--- src/rtl/seven_seg_scan_driver_if.sv ---
// -----------------------------------------------------------------------------
// seven_seg_scan_driver_if
// Bundles the data/control inputs and display outputs of seven_seg_scan_driver.
//   value_in  : packed 4-bit nibbles, digit 0 in bits [3:0]
//   load      : capture value_in (and dp_in) into the shadow register
//   enable    : 0 darkens the display, scan keeps running
//   hex_mode  : 1 shows A..F for nibbles 10..15, 0 blanks them
//   blank_lz  : 1 suppresses leading zeros (digit 0 always shown)
//   seg_out   : segments {g,f,e,d,c,b,a}
//   dig_sel   : one-hot digit select
//   scan_tick : single-cycle pulse when the active digit advances
// Optional (SEG_DP_EN defined): dp_in per-digit decimal points, dp_out active dp.
// Modports: master = the logic feeding the driver, slave = the driver itself.
// -----------------------------------------------------------------------------
interface seven_seg_scan_driver_if #(
    parameter int DIGITS = 4
);
    logic [4*DIGITS-1:0] value_in;
    logic                load;
    logic                enable;
    logic                hex_mode;
    logic                blank_lz;
    logic [6:0]          seg_out;
    logic [DIGITS-1:0]   dig_sel;
    logic                scan_tick;
`ifdef SEG_DP_EN
    logic [DIGITS-1:0]   dp_in;
    logic                dp_out;

    modport master (
        output value_in, load, enable, hex_mode, blank_lz, dp_in,
        input  seg_out, dig_sel, scan_tick, dp_out
    );
    modport slave (
        input  value_in, load, enable, hex_mode, blank_lz, dp_in,
        output seg_out, dig_sel, scan_tick, dp_out
    );
`else
    modport master (
        output value_in, load, enable, hex_mode, blank_lz,
        input  seg_out, dig_sel, scan_tick
    );
    modport slave (
        input  value_in, load, enable, hex_mode, blank_lz,
        output seg_out, dig_sel, scan_tick
    );
`endif
endinterface

--- src/rtl/seven_seg_scan_driver.sv ---
// -----------------------------------------------------------------------------
// seven_seg_scan_driver
// Time-multiplexed driver for a bank of DIGITS common-select 7-segment digits.
// A shadow register holds the packed nibbles; a prescaler steps through the
// digits, one digit lit per slot, with one dark "dead" cycle at each slot
// change to avoid ghosting. Each nibble is decoded to segments (BCD or hex)
// with optional leading-zero blanking.
// Ports:
//   clk   : clock, all state on rising edge
//   reset : asynchronous active-low reset (release synchronised externally)
//   bus   : seven_seg_scan_driver_if.slave (data/control in, display out)
// Parameters: DIGITS (>=2), SCAN_DIV (>=2, clk cycles per digit slot),
//   ACTIVE_LOW (1: segments and selects asserted low).
// Optional feature macro: SEG_DP_EN adds per-digit decimal point (dp_in/dp_out).
// -----------------------------------------------------------------------------
module seven_seg_scan_driver #(
    parameter int DIGITS     = 4,
    parameter int SCAN_DIV   = 50000,
    parameter int ACTIVE_LOW = 1
) (
    input logic                    clk,
    input logic                    reset,
    seven_seg_scan_driver_if.slave bus
);
    localparam int IW = $clog2(DIGITS);
    localparam int PW = $clog2(SCAN_DIV);
    localparam logic [PW-1:0]     PS_LAST  = PW'(SCAN_DIV - 1);
    localparam logic [IW-1:0]     IDX_LAST = IW'(DIGITS - 1);
    localparam logic [6:0]        SEG_OFF  = (ACTIVE_LOW != 0) ? 7'h7F : 7'h00;
    localparam logic [DIGITS-1:0] DIG_OFF  = (ACTIVE_LOW != 0) ? {DIGITS{1'b1}} : {DIGITS{1'b0}};

    // Active-low {g..a} pattern; blank = all ones.
    function automatic logic [6:0] decode_al(input logic [3:0] nib, input logic hex);
        logic [6:0] s;
        s = 7'b1111111;
        case (nib)
            4'h0: s = 7'b1000000;
            4'h1: s = 7'b1111001;
            4'h2: s = 7'b0100100;
            4'h3: s = 7'b0110000;
            4'h4: s = 7'b0011001;
            4'h5: s = 7'b0010010;
            4'h6: s = 7'b0000010;
            4'h7: s = 7'b1111000;
            4'h8: s = 7'b0000000;
            4'h9: s = 7'b0010000;
            4'hA: s = hex ? 7'b0001000 : 7'b1111111;
            4'hB: s = hex ? 7'b0000011 : 7'b1111111;
            4'hC: s = hex ? 7'b1000110 : 7'b1111111;
            4'hD: s = hex ? 7'b0100001 : 7'b1111111;
            4'hE: s = hex ? 7'b0000110 : 7'b1111111;
            default: s = hex ? 7'b0001110 : 7'b1111111;
        endcase
        return s;
    endfunction

    logic [PW-1:0]       prescaler_reg, prescaler_next;
    logic [IW-1:0]       index_reg, index_next;
    logic [4*DIGITS-1:0] shadow_reg, shadow_next;
    logic                scan_tick_reg, scan_tick_next;
    logic [6:0]          seg_reg, seg_next;
    logic [DIGITS-1:0]   dig_sel_reg, dig_sel_next;

    logic [3:0]          nib [DIGITS];
    logic [DIGITS-1:0]   zero_from;   // nibbles gi..DIGITS-1 are all zero
    logic [DIGITS-1:0]   lz_blank;    // digit gi suppressed as a leading zero
    logic [DIGITS-1:0]   onehot;
    logic                wrap;
    logic [6:0]          seg_al;

    generate
        for (genvar gi = 0; gi < DIGITS; gi++) begin : g_digit
            assign nib[gi]    = shadow_reg[4*gi +: 4];
            assign onehot[gi] = (index_reg == IW'(gi));
            if (gi == DIGITS - 1) begin : g_top
                assign zero_from[gi] = (nib[gi] == 4'h0);
            end else begin : g_lower
                assign zero_from[gi] = (nib[gi] == 4'h0) && zero_from[gi+1];
            end
            if (gi == 0) begin : g_lsd
                assign lz_blank[gi] = 1'b0;
            end else begin : g_upper
                assign lz_blank[gi] = bus.blank_lz && zero_from[gi];
            end
        end
    endgenerate

    assign wrap = (prescaler_reg == PS_LAST);

    always_comb begin
        prescaler_next = prescaler_reg + PW'(1);
        index_next     = index_reg;
        scan_tick_next = 1'b0;
        shadow_next    = shadow_reg;
        seg_al         = 7'b1111111;
        seg_next       = SEG_OFF;
        dig_sel_next   = DIG_OFF;

        if (bus.load) begin
            shadow_next = bus.value_in;
        end

        if (wrap) begin
            prescaler_next = '0;
            scan_tick_next = 1'b1;
            index_next     = (index_reg == IDX_LAST) ? '0 : index_reg + IW'(1);
        end

        // Outputs use the current shadow/index registers, so a load or index
        // change on the wrap edge is hidden by the dead cycle and the next
        // lit cycle shows the new digit with the new data together.
        if (!lz_blank[index_reg]) begin
            seg_al = decode_al(nib[index_reg], bus.hex_mode);
        end

        if (bus.enable && !wrap) begin
            seg_next     = (ACTIVE_LOW != 0) ? seg_al : ~seg_al;
            dig_sel_next = (ACTIVE_LOW != 0) ? ~onehot : onehot;
        end
    end

    always_ff @(posedge clk or negedge reset) begin
        if (!reset) begin
            prescaler_reg <= '0;
            index_reg     <= '0;
            shadow_reg    <= '0;
            scan_tick_reg <= 1'b0;
            seg_reg       <= SEG_OFF;
            dig_sel_reg   <= DIG_OFF;
        end else begin
            prescaler_reg <= prescaler_next;
            index_reg     <= index_next;
            shadow_reg    <= shadow_next;
            scan_tick_reg <= scan_tick_next;
            seg_reg       <= seg_next;
            dig_sel_reg   <= dig_sel_next;
        end
    end

    assign bus.seg_out   = seg_reg;
    assign bus.dig_sel   = dig_sel_reg;
    assign bus.scan_tick = scan_tick_reg;

`ifdef SEG_DP_EN
    // Decimal point follows the same gating as the segments but is never
    // leading-zero blanked.
    localparam logic DP_OFF = (ACTIVE_LOW != 0);

    logic [DIGITS-1:0] dp_shadow_reg, dp_shadow_next;
    logic              dp_out_reg, dp_out_next;

    always_comb begin
        dp_shadow_next = bus.load ? bus.dp_in : dp_shadow_reg;
        dp_out_next    = DP_OFF;
        if (bus.enable && !wrap) begin
            dp_out_next = (ACTIVE_LOW != 0) ? ~dp_shadow_reg[index_reg] : dp_shadow_reg[index_reg];
        end
    end

    always_ff @(posedge clk or negedge reset) begin
        if (!reset) begin
            dp_shadow_reg <= '0;
            dp_out_reg    <= DP_OFF;
        end else begin
            dp_shadow_reg <= dp_shadow_next;
            dp_out_reg    <= dp_out_next;
        end
    end

    assign bus.dp_out = dp_out_reg;
`endif

endmodule
--- src/flat_wrapper.sv ---
// flat-port wrapper written by rule: the top's interface ports become plain ports
module seven_seg_scan_driver_flat 
#(
    parameter int DIGITS     = 4,
    parameter int SCAN_DIV   = 50000,
    parameter int ACTIVE_LOW = 1
)
  (clk, reset, bus_value_in, bus_load, bus_enable, bus_hex_mode, bus_blank_lz, bus_seg_out, bus_dig_sel, bus_scan_tick);
  seven_seg_scan_driver_if #(.DIGITS(DIGITS)) bus_i ();
  input logic clk;
  input logic reset;
  input wire logic [$bits(bus_i.value_in)-1:0] bus_value_in;
  input wire logic [$bits(bus_i.load)-1:0] bus_load;
  input wire logic [$bits(bus_i.enable)-1:0] bus_enable;
  input wire logic [$bits(bus_i.hex_mode)-1:0] bus_hex_mode;
  input wire logic [$bits(bus_i.blank_lz)-1:0] bus_blank_lz;
  output wire logic [$bits(bus_i.seg_out)-1:0] bus_seg_out;
  output wire logic [$bits(bus_i.dig_sel)-1:0] bus_dig_sel;
  output wire logic [$bits(bus_i.scan_tick)-1:0] bus_scan_tick;
  assign bus_i.value_in = bus_value_in;
  assign bus_i.load = bus_load;
  assign bus_i.enable = bus_enable;
  assign bus_i.hex_mode = bus_hex_mode;
  assign bus_i.blank_lz = bus_blank_lz;
  assign bus_seg_out = bus_i.seg_out;
  assign bus_dig_sel = bus_i.dig_sel;
  assign bus_scan_tick = bus_i.scan_tick;
  seven_seg_scan_driver #(.DIGITS(DIGITS), .SCAN_DIV(SCAN_DIV), .ACTIVE_LOW(ACTIVE_LOW)) u_core (.clk(clk), .reset(reset), .bus(bus_i));
endmodule
--- config.mk ---
export PLATFORM = sky130hd
export DESIGN_NAME = seven_seg_scan_driver_flat
export DESIGN_NICKNAME = d
export VERILOG_FILES = /design/src/rtl/seven_seg_scan_driver_if.sv /design/src/rtl/seven_seg_scan_driver.sv /design/src/flat_wrapper.sv
export SDC_FILE = /design/constraint.sdc
export NUM_CORES = 1
export LEC_CHECK = 0
export CORE_MARGIN = 2
export CORE_UTILIZATION = 25
export CTS_CLUSTER_SIZE = 20
export DETAILED_ROUTE_END_ITERATION = 8
export MAX_ROUTING_LAYER = met4
export PLACE_DENSITY_LB_ADDON = 0.15
export SETUP_SLACK_MARGIN = 0.5
export SYNTH_ARGS = -nofsm -noshare
export SYNTH_HDL_FRONTEND = slang
export SYNTH_SLANG_ARGS = --single-unit
--- constraint.sdc ---
create_clock -name clk -period 2 [get_ports clk]
set_input_delay 0.6 -clock clk [delete_from_list [all_inputs] [get_ports clk]]
set_output_delay 0.6 -clock clk [all_outputs]
set_load 0.01 [all_outputs]
# Word-level counts from Yosys, hierarchy flattened
# Cells that the tools add are included.
# word_totals
regBits,46
inputBits,22
output_inout_bits,12
wordCells,60
# op_classes
add_sub_neg,2
magnitude_cmp,2
eq_ne,18
n_mux,18
n_bitwise,2
reduce_logical,12
# op_table
op,count
7-bit case mux with 15 select lines,1
7-bit 2-to-1 mux,7
"4-bit equality test, second input constant",7
"16-bit by 1-bit adder with 16-bit output, second input constant",1
"16-bit equality test, second input constant",1
"4-bit by 3-bit equality test with 1-bit output, second input constant",4
4-bit zero test,4
16-bit 2-to-1 mux,1
4-bit 2-to-1 mux,3
4-bit binary-select mux with 2-bit select,1
"4-bit by 2-bit equality test with 1-bit output, second input constant",2
1-bit logical AND,6
6-bit 2-to-1 mux,1
"2-bit equality test, second input constant",2
"4-bit by 1-bit equality test with 1-bit output, second input constant",1
4-bit NOT,1
"3-bit greater-or-equal comparator, second input constant",1
"2-bit by 3-bit < comparator with 1-bit output, second input constant",1
2-bit NOT with 3-bit output,1
"2-bit by 1-bit adder with 2-bit output, second input constant",1
1-bit binary-select mux with 2-bit select,1
"2-bit by 1-bit equality test with 1-bit output, second input constant",1
2-bit zero test,1
1-bit 2-to-1 mux,2
2 further kinds,2

# Logic depth before layout (Yosys ltp)
# Gate-level depths: netlist (run 1).
# logic_depth
ltp_word,8
depth_mapped,7

# Least setup slack after synthesis (run 1)
# OpenSTA, ideal clock, no wires.
# synth_path
path_type,reg-to-reg
from,register u_core.index_reg[1]
to,"register u_core.seg_reg[6], in the netlist u_core.bus.seg_out[6]"
setup_time_ps,82
arrival_ps,1806
path_slack_ps,112
stages_incl_launch_ff,8
path_buffers,2
synth_period_minus_slack_ps,1888
path_cell_list,dfrtp_1 -> buf_6 -> mux4_2 -> buf_6 -> or3b_4 -> a21oi_2 -> nor4_2 -> o211ai_1
# synth_between
elab_chain_cells,8
word_cells_on_any_way,24
# synth_rtl
element,line_no,text
from (decl),seven_seg_scan_driver.sv:58,"logic [IW-1:0] index_reg, index_next;"
from (signal assigned),seven_seg_scan_driver.sv:132,index_reg <= index_next;
2-bit NOT with 3-bit output (implied by the code),seven_seg_scan_driver.sv:113,"seg_al = decode_al(nib[index_reg], bus.hex_mode);"
4-bit binary-select mux with 2-bit select,seven_seg_scan_driver.sv:113,
4-bit 2-to-1 mux (implied by the code) (2 in a row),seven_seg_scan_driver.sv:113,
4-bit equality test (tied with other cells),seven_seg_scan_driver.sv:36,case (nib)
7-bit case mux with 15 select lines,seven_seg_scan_driver.sv:36,
7-bit 2-to-1 mux *,seven_seg_scan_driver.sv:112,if (!lz_blank[index_reg]) begin
7-bit 2-to-1 mux *,seven_seg_scan_driver.sv:116,if (bus.enable && !wrap) begin
named net u_core.seg_next[6],seven_seg_scan_driver.sv:61,"logic [6:0] seg_reg, seg_next;"
to (signal assigned),seven_seg_scan_driver.sv:135,seg_reg <= seg_next;
to (decl),seven_seg_scan_driver.sv:61,
# The timed path passes the listed nets; every way through them passes the cells marked *. The select of a mux whose other input is x is not followed.
# A chain may end at the register's enable or synchronous reset.

# Worst setup path after layout (run 1)
# layout_path
from,register u_core.index_reg[1]
to,"register u_core.seg_reg[5], in the netlist u_core.bus.seg_out[5]"
# The elaborated chain is that of the path after synthesis.

==> flow_metrics.py, run 1 <==
metrics = {
    "status": {
        "outcome": "completed",
    },
    "power": {
        "power.density_mw_per_mm2": 674,
        "max-vdd-ir-drop_mv": 0.221,
        "leakagePower_nw": 1.26,
    },
    "layout": {
        "nNetsFinal": 285,
        "multi_input_area_mm2": 0.00114,
        "diodes": 0,
        "final-seq-area_mm2": 0.00117,
        "final_cell_mix": "33 x dfrtp_1, 21 x nor2_1, 20 x clkdlybuf4s50_1",
        "fillers": 898,
        "area_growth_pct": 35.0,
        "layout-drive-gt1-share_pct": 36.3,
        "final_common_cell": "dfrtp_1",
    },
    "worst_setup_path": {
        "start_kind": "flip-flop",
        "worstPathCellList": "mux4_2 > or3b_4 > a21oi_4 > nor4_4 > o211ai_1",
        "arrival_ns": 2.10,
        "slowest_stage": "mux4_2",
        "regToRegSetupSlack_ns": 0.13,
        "crit_required_ns": 2.23,
        "crit_path_end_kind": "flip-flop",
        "worstSetupPathType": "flip-flop to flip-flop",
        "crit_fanout": 6,
        "critPathMaxStageDelay_ns": 0.56,
    },
    "floorplan": {
        "die_area_mm2": 0.00998,
        "num_rows": 34,
        "pin_count": 34,
        "initial_core_util_pct": 26.1,
        "die_x_um": 99.9,
        "die_h_um": 99.9,
        "core-area_mm2": 0.00881,
    },
    "global_routing": {
        "grtUsageMet1_pct": 15.6,
        "met3_usage_pct": 2.65,
        "overflow": 0,
        "grt_pass1_vias": 1708,
        "grtUsageMet2_pct": 15.8,
        "groute.usage.overall_pct": 11.2,
        "grt_pass1_wl_um": 8540,
        "antenna_found_initial": 0,
        "grt_max_degree": 47,
        "top_usage_layer": "met2",
    },
    "routing": {
        "ant_nets": 0,
        "via_per_inst": 4.56,
        "drt_iter0_drc": 37,
        "drcViolationCount": 0,
        "wire_per_inst_um": 13.8,
        "firstDrtPassIters": 4,
        "vias": 1672,
        "wl_um": 5060,
    },
    "sta": {
        "fmax_mhz": 536,
        "fin_setup_tns_ns": 0,
        "final_max_slew_viol_count": 0,
        "worst_hold_slack_ns": 0.276,
        "slew_headroom_pct": 71.6,
        "period_minus_slack_ns": 1.87,
        "finalHoldViolCount": 0,
        "period_share_pct": 93.3,
        "setup_violations": 0,
        "worst_slew_pin_slew_ns": 0.426,
        "rsz0062_at_grt": "true",
        "final.setup_skew_ns": 0.0152,
    },
    "synth": {
        "ys_types": 41,
        "yosysWarnings": 0,
        "netlist_instances": 208,
        "ys_seq_area_share_pct": 50.7,
        "synth_largest_area_cell": "dfrtp_1",
        "synth-seq-cells": 46,
        "syn_nets": 235,
        "mappedNetlistArea_mm2": 0.00230,
        "syn_avg_cell_area_um2": 11.1,
        "synthTopCellsByArea": "dfrtp_1 38%, dfstp_2 13%, mux2_2 7.8%",
        "synth_top_area_share_pct": 38.1,
    },
    "placed_design": {
        "io_buffers": 33,
        "place_congestion": 0.872,
        "hpwl_um": 3500,
    },
    "worst_hold_path": {
        "hold_class": "input pin to async pin",
    },
    "clock_tree": {
        "clkTransAtPathRegs_ns": 0.10,
        "clockBufferDepth": 2,
        "insertion_delay_ns": 0.30,
        "cts.sinks": 46,
        "htree_levels": 2,
        "cts_root_buffer": "clkbuf_8",
        "cts_tree": "yes",
        "cts_made_buffers": 5,
    },
    "job": {
        "maxCapViolCount": 0,
    },
}
## stage by stage
step                worst slack, ns  utilization [%]  instance area, µm²  cells  total power [mW]
finish                        0.133             35.2                3100    367              2.09
global route                 0.0275             35.2                3100    367              2.21
CTS                           0.131             34.0                3000    363              2.10
detailed placement           0.0470             32.0                2820    350              1.38
global placement             0.0945             32.0                2820    350              1.39
floorplan                     0.139                -                2310    208              1.22
## path summary, 6_finish.rpt
kind / start / end / cells after the start
setup / recovery: u_core.index_reg[1] / u_core.bus.seg_out[5] / 5
hold / removal: reset / u_core.bus.scan_tick / 2
setup reg to reg: u_core.index_reg[1] / u_core.bus.seg_out[5] / 5
hold reg to reg: u_core.prescaler_reg[13] / u_core.prescaler_reg[13] / 1
max in group asynchronous: reset / u_core.bus.dig_sel[3] / 2
min in group clk: u_core.prescaler_reg[13] / u_core.prescaler_reg[13] / 1
## cells in the mapped netlist
cell        n
a211o_1     1
a21oi_1     5
a21oi_2     1
a2bb2oi_1   1
and3_1      1
and4_1      1
buf_1       1
buf_2       3
buf_6       2
clkbuf_1    5
dfrtp_1    35
dfstp_2    11
ha_1        5
inv_1       7
mux2_2     16
mux2i_1     1
mux4_1      2
mux4_2      2
nand2_1    20
nand2b_1    6
nand3_1     7
nand3b_1    1
nand4_1     3
nor2_1     23
nor2b_1     5
nor3_1      2
nor4_1      3
nor4_2      1
nor4b_1     1
nor4bb_1    2
o2111ai_1   1
o211ai_1    5
o21ai_0     5
o21bai_1    1
o22ai_1     1
o32a_1      1
or2_2       1
or3b_4      1
or4_1       1
xnor2_1     9
xor2_1      8
## kinds of logic (layout without fill, tap and decap cells)
kind of cell               after synthesis  count (layout)  synth area share, %
AOI/OAI and AO/OA                       22              22                 6.37
xor gates and xnor gates                17              17                 6.48
adders and majority gates                5               5                 2.72
buffers and inverters                   18              69                 3.76
DFF                                     46              46                 50.7
muxes                                   21              21                 12.5
and+or+nand+nor                         79              79                 17.5
## power breakdown
| group | total (mW) | internal, mW | switching, mW |
|---|---|---|---|
| Clock | 0.700 | 0.373 | 0.327 |
| Combinational | 0.360 | 0.200 | 0.161 |
| Sequential | 1.03 | 0.996 | 0.0348 |
| Total | 2.09 | 1.57 | 0.523 |
## layer usage
| layer | routed length [µm] | vias to the layer above |
|---|---|---|
| li1 | - | 818 |
| met1 | 2550 | 809 |
| met2 | 2220 | 36 |
| met3 | 203 | 9 |
| met4 | 83 | 0 |
| met5 | 0 | - |
## critical path: cells and delay by family, from the launching register on
kind,cells,cell delay [ns]
compound gates,2,0.26
flops,1,0.46
mux,1,0.56
simple gates,2,0.51
## layout make-up
type                    count  share of cell area (%)
well taps                 108                    4.35
clock inverters             2                    1.21
clock buffers               6                    2.34
multi-input cells         144                    36.6
inverters                   7                   0.847
flip-flops and latches     46                    37.6
repair buffers             54                    17.0
## timing repair
| item | CTS | global route |
|---|---|---|
| pin swaps | 2 | 11 |
| setup endpoints to repair | 32 | 34 |
| resized for setup | 63 | 25 |
| hold buffers | 0 | 0 |
| buffers inserted | 5 | 4 |
(Power assumes the default switching activity.)
==> run 2: changes to the inputs <==
--- a/config.mk
+++ b/config.mk
@@ -9,7 +9,6 @@
 export CORE_UTILIZATION = 25
 export CTS_CLUSTER_SIZE = 20
 export DETAILED_ROUTE_END_ITERATION = 8
-export MAX_ROUTING_LAYER = met4
 export PLACE_DENSITY_LB_ADDON = 0.15
 export SETUP_SLACK_MARGIN = 0.5
 export SYNTH_ARGS = -nofsm -noshare
==> flow_metrics.py, run 2 (synthesized netlist as in run 1, its figures left out) <==
metrics = {
    "status": {
        "outcome": "completed",
    },
    "worst_setup_path": {
        "worstPathCellList": "mux4_2 > or3b_4 > a21oi_4 > nor4_4 > o211ai_1",
        "slowest_stage": "mux4_2",
        "worstSetupPathType": "flip-flop to flip-flop",
        "crit_path_end_kind": "flip-flop",
        "arrival_ns": 2.10,
        "start_kind": "flip-flop",
        "cp_num_cells": 5,
        "crit_required_ns": 2.23,
        "cp_num_buf_inv": 0,
        "crit_fanout": 6,
        "reg2regPathDepth": 5,
        "critPathMaxStageDelay_ns": 0.58,
        "cp_top_family": "multiplexers",
    },
    "layout": {
        "diodes": 0,
        "layout-drive-gt1-share_pct": 39.9,
        "fillers": 863,
        "final_common_cell": "dfrtp_1",
        "area_growth_pct": 40.9,
        "final_cell_mix": "30 x dfrtp_1, 25 x buf_4, 22 x nor2_1",
        "nNetsFinal": 294,
    },
    "sta": {
        "slew_headroom_pct": 71.0,
        "fin_ws_ns": 0.130,
        "final.setup_skew_ns": 0.0110,
        "finalHoldViolCount": 0,
        "worst_slew_pin_slew_ns": 0.435,
        "period_minus_slack_ns": 1.87,
        "fin_setup_tns_ns": 0,
        "rsz0062_at_grt": "true",
        "fmax_mhz": 535,
        "setup_violations": 0,
        "final_max_slew_viol_count": 0,
        "period_share_pct": 93.5,
    },
    "job": {
        "maxCapViolCount": 0,
    },
    "floorplan": {
        "pin_count": 34,
        "core-area_mm2": 0.00881,
        "initial_core_util_pct": 26.1,
        "num_rows": 34,
        "die_area_mm2": 0.00998,
        "die_h_um": 99.9,
        "die_x_um": 99.9,
    },
    "clock_tree": {
        "cts.sinks": 46,
        "cts_root_buffer": "clkbuf_8",
        "insertion_delay_ns": 0.30,
        "cts_made_buffers": 5,
        "clockBufferDepth": 2,
        "htree_levels": 2,
        "clkTransAtPathRegs_ns": 0.09,
        "cts_tree": "yes",
    },
    "routing": {
        "via_per_inst": 4.54,
        "wl_um": 5130,
        "vias": 1706,
        "ant_nets": 0,
        "drt_iter0_drc": 61,
        "firstDrtPassIters": 4,
        "wire_per_inst_um": 13.6,
        "drcViolationCount": 0,
    },
    "global_routing": {
        "grt_pass1_vias": 1556,
        "groute.usage.overall_pct": 10.3,
        "antenna_found_initial": 0,
        "grt_pass1_wl_um": 8180,
        "grt_max_degree": 47,
        "overflow": 0,
    },
    "power": {
        "power_frac_clock_pct": 38.3,
        "power.density_mw_per_mm2": 689,
        "switching_share_pct": 22.9,
        "p_sw_mw": 0.512,
        "max-vdd-ir-drop_mv": 0.287,
        "p_seq_share_pct": 46.2,
        "comb_power_share_pct": 15.5,
        "leakagePower_nw": 1.33,
        "internal_power_mw": 1.72,
    },
    "placed_design": {
        "hpwl_um": 3470,
        "place_congestion": 0.814,
        "io_buffers": 33,
        "post-place-ws_ns": 0.0252,
    },
    "worst_hold_path": {
        "hold_class": "input pin to async pin",
    },
}
==> run 2: cell types whose count changed in the layout (fill, tap and decap cells not counted), moves of 2 or more <==
| cell | before | now |
|---|---|---|
| dfrtp_2 | 2 | 5 |
| dfrtp_1 | 33 | 30 |
| o21ai_1 | 2 | 0 |
| buf_4 | 17 | 25 |
==> run 2: path summary, 6_finish.rpt <==
path / slack [ns] / start / to
worst max register to register: 0.13 / u_core.index_reg[1] / u_core.bus.seg_out[5]
worst min register to register: 0.52 / u_core.shadow_reg[3] / u_core.shadow_reg[3]
max in group asynchronous: 1.46 / reset / u_core.bus.dig_sel[3]
worst max-delay path: 0.13 / u_core.index_reg[1] / u_core.bus.seg_out[5]
worst min-delay path: 0.28 / reset / u_core.prescaler_reg[10]
min in group clk: 0.52 / u_core.shadow_reg[3] / u_core.shadow_reg[3]
==> run 2: per-layer routing <==
layer | vias up | part of all wire (%) | track usage (%)
li1 | 835 | - | -
met1 | 829 | 51 | 15.3
met2 | 36 | 44 | 14.7
met3 | 6 | 3.5 | 2.23
met4 | 0 | 1.5 | 4.00
met5 | - | 0 | 0
==> run 2: area by class of cell <==
class	count	area [µm²]	area share (%)
repair buffers	63	618	19.1
inverters	7	26.3	0.811
clock buffers	6	82.6	2.55
clock inverters	2	60.1	1.85
multi-input cells	144	1150	35.4
flip-flops and latches	46	1170	36.2
well taps	108	135	4.17
==> run 2: power by group through the flow <==
stage	Sequential [mW]	Clock, mW	Combinational (mW)
2_1_floorplan	1.04	0	0.173
6_report	1.03	0.856	0.346
3_3_place_gp	1.05	0	0.337
5_1_grt	1.04	0.932	0.380
4_1_cts	1.03	0.894	0.348
3_5_place_dp	1.04	0	0.337
==> run 2: stage by stage <==
stage / cells / hold slack [ns] / instance area (µm²) / util (%) / total power, mW
after floorplan: 208 / 0.304 / 2310 / - / 1.22
after global placement: 350 / 0.478 / 2820 / 32.0 / 1.38
after detailed placement: 350 / 0.486 / 2820 / 32.0 / 1.38
after CTS: 360 / 0.275 / 3030 / 34.4 / 2.27
after global routing: 376 / 0.287 / 3240 / 36.8 / 2.35
final: 376 / 0.276 / 3240 / 36.8 / 2.23
==> run 2: repair_timing <==
item | in CTS | in global routing
pin swaps | 1 | 9
resized for setup | 69 | 21
cloned | 0 | 1
setup endpoints to repair | 30 | 34
setup buffers | 2 | 15
hold buffers | 0 | 0
==> run 3: changes to the inputs <==
--- a/config.mk
+++ b/config.mk
@@ -5,6 +5,8 @@
 export SDC_FILE = /design/constraint.sdc
 export NUM_CORES = 1
 export LEC_CHECK = 0
+export CELL_PAD_IN_SITES_DETAIL_PLACEMENT = 1
+export CELL_PAD_IN_SITES_GLOBAL_PLACEMENT = 2
 export CORE_MARGIN = 2
 export CORE_UTILIZATION = 25
 export CTS_CLUSTER_SIZE = 20
==> flow_metrics.py, run 3 (synthesized netlist as in run 1, its figures left out) <==
metrics = {
    "sta": {
        "final_max_slew_viol_count": 0,
        "finalHoldViolCount": 0,
        "final.setup_skew_ns": 0.00898,
        "setup_violations": 0,
        "rsz0062_at_grt": "true",
        "fmax_mhz": 540,
        "fin_setup_tns_ns": 0,
        "period_minus_slack_ns": 1.85,
        "period_share_pct": 92.7,
        "slew_headroom_pct": 76.2,
        "worst_slew_pin_slew_ns": 0.357,
    },
    "floorplan": {
        "die_h_um": 99.9,
        "die_x_um": 99.9,
        "core-area_mm2": 0.00881,
        "initial_core_util_pct": 26.1,
        "pin_count": 34,
        "num_rows": 34,
        "die_area_mm2": 0.00998,
    },
    "worst_setup_path": {
        "reg2regPathDepth": 5,
        "cp_num_cells": 5,
        "arrival_ns": 2.07,
        "slowest_stage": "mux4_2",
        "crit_path_end_kind": "flip-flop",
        "critPathMaxStageDelay_ns": 0.56,
        "start_kind": "flip-flop",
        "cp_num_buf_inv": 0,
        "crit_fanout": 5,
        "worstSetupPathType": "flip-flop to flip-flop",
        "crit_required_ns": 2.22,
        "worstPathCellList": "mux4_2 > or3b_4 > a21oi_4 > nor4_4 > o211ai_1",
        "cp_top_family": "multiplexers",
    },
    "routing": {
        "vias": 1719,
        "ant_nets": 0,
        "firstDrtPassIters": 4,
        "drt_iter0_drc": 21,
        "wl_um": 5500,
        "drcViolationCount": 0,
        "wire_per_inst_um": 14.7,
        "via_per_inst": 4.60,
    },
    "layout": {
        "area_growth_pct": 38.9,
        "multi_input_area_mm2": 0.00116,
        "diodes": 0,
        "nNetsFinal": 292,
        "layout-drive-gt1-share_pct": 38.7,
        "fillers": 966,
        "final_cell_mix": "31 x dfrtp_1, 22 x buf_4, 21 x nor2_1",
        "final-seq-area_mm2": 0.00117,
        "final_common_cell": "dfrtp_1",
        "utilization_pct": 36.2,
    },
    "global_routing": {
        "antenna_found_initial": 0,
        "grt_pass1_vias": 1831,
        "grt_pass1_wl_um": 9050,
        "grt_max_degree": 47,
        "groute.usage.overall_pct": 11.4,
        "overflow": 0,
    },
    "clock_tree": {
        "cts.sinks": 46,
        "clockBufferDepth": 2,
        "cts_made_buffers": 5,
        "cts_root_buffer": "clkbuf_8",
        "insertion_delay_ns": 0.30,
        "clkTransAtPathRegs_ns": 0.10,
        "cts_hold_buf": 0,
        "htree_levels": 2,
        "cts_tree": "yes",
    },
    "placed_design": {
        "place_congestion": 0.706,
        "io_buffers": 33,
        "hpwl_um": 3750,
    },
    "job": {
        "maxCapViolCount": 0,
    },
    "status": {
        "outcome": "completed",
    },
    "worst_hold_path": {
        "hold_class": "input pin to async pin",
    },
    "power": {
        "leakagePower_nw": 1.34,
        "max-vdd-ir-drop_mv": 0.254,
        "power.density_mw_per_mm2": 654,
    },
}
[run 3: changes by cell type in the layout (fill, tap and decap cells not counted), sizes merged]
cell / delta
clkinv: +1
bufinv: -1
inv: +1
clkbuf: -1
buf: -2
[run 3: through the flow]
step / worst slack, ns / hold WS (ns) / instances / area, µm² / power [mW]
floorplan: 0.139 / 0.304 / 208 / 2310 / 1.22
global placement: 0.0884 / 0.484 / 349 / 2810 / 1.38
detailed placement: 0.0541 / 0.487 / 349 / 2810 / 1.38
CTS: 0.153 / 0.270 / 364 / 3060 / 2.12
global route: 0.0590 / 0.283 / 374 / 3190 / 2.20
finish: 0.147 / 0.265 / 374 / 3190 / 2.09
[run 3: cell type report]
type / instances / area share (%)
flip-flops and latches: 46 / 36.7
multi-input cells: 144 / 36.5
repair buffers: 61 / 18.3
well taps: 108 / 4.23
clock buffers: 5 / 2.16
clock inverters: 3 / 1.37
inverters: 7 / 0.823
[run 3: worst paths after layout]
kind | to | start | slack (ns)
worst max-delay path | u_core.bus.seg_out[5] | u_core.index_reg[1] | 0.15
worst min-delay path | u_core.prescaler_reg[13] | reset | 0.27
worst max register to register | u_core.bus.seg_out[5] | u_core.index_reg[1] | 0.15
worst min register to register | u_core.shadow_reg[2] | u_core.shadow_reg[2] | 0.52
max in group asynchronous | u_core.bus.seg_out[5] | reset | 1.45
min in group clk | u_core.shadow_reg[2] | u_core.shadow_reg[2] | 0.52
[run 3: metal layers]
| layer | up-vias | wire [µm] | GRT usage [%] |
|---|---|---|---|
| met5 | - | 0 | 0 |
| met4 | 0 | 55 | 3.16 |
| met3 | 5 | 141 | 2.30 |
| met2 | 22 | 2780 | 19.5 |
| met1 | 855 | 2520 | 14.6 |
| li1 | 837 | - | - |
[run 3: what timing repair did]
item | CTS | global route
gates resized for setup | 70 | 24
endpoints found under the setup margin | 36 | 35
gates cloned | 1 | 0
setup buffers | 6 | 10
pin swaps | 7 | 9
[run 3: where the power goes]
| group | switching [mW] | internal [mW] | total (mW) | leakage (nW) |
|---|---|---|---|---|
| clock | 0.341 | 0.375 | 0.716 | 0.0585 |
| sequential | 0.0356 | 0.996 | 1.03 | 0.550 |
| combinational | 0.154 | 0.185 | 0.339 | 0.730 |
| total | 0.531 | 1.56 | 2.09 | 1.34 |
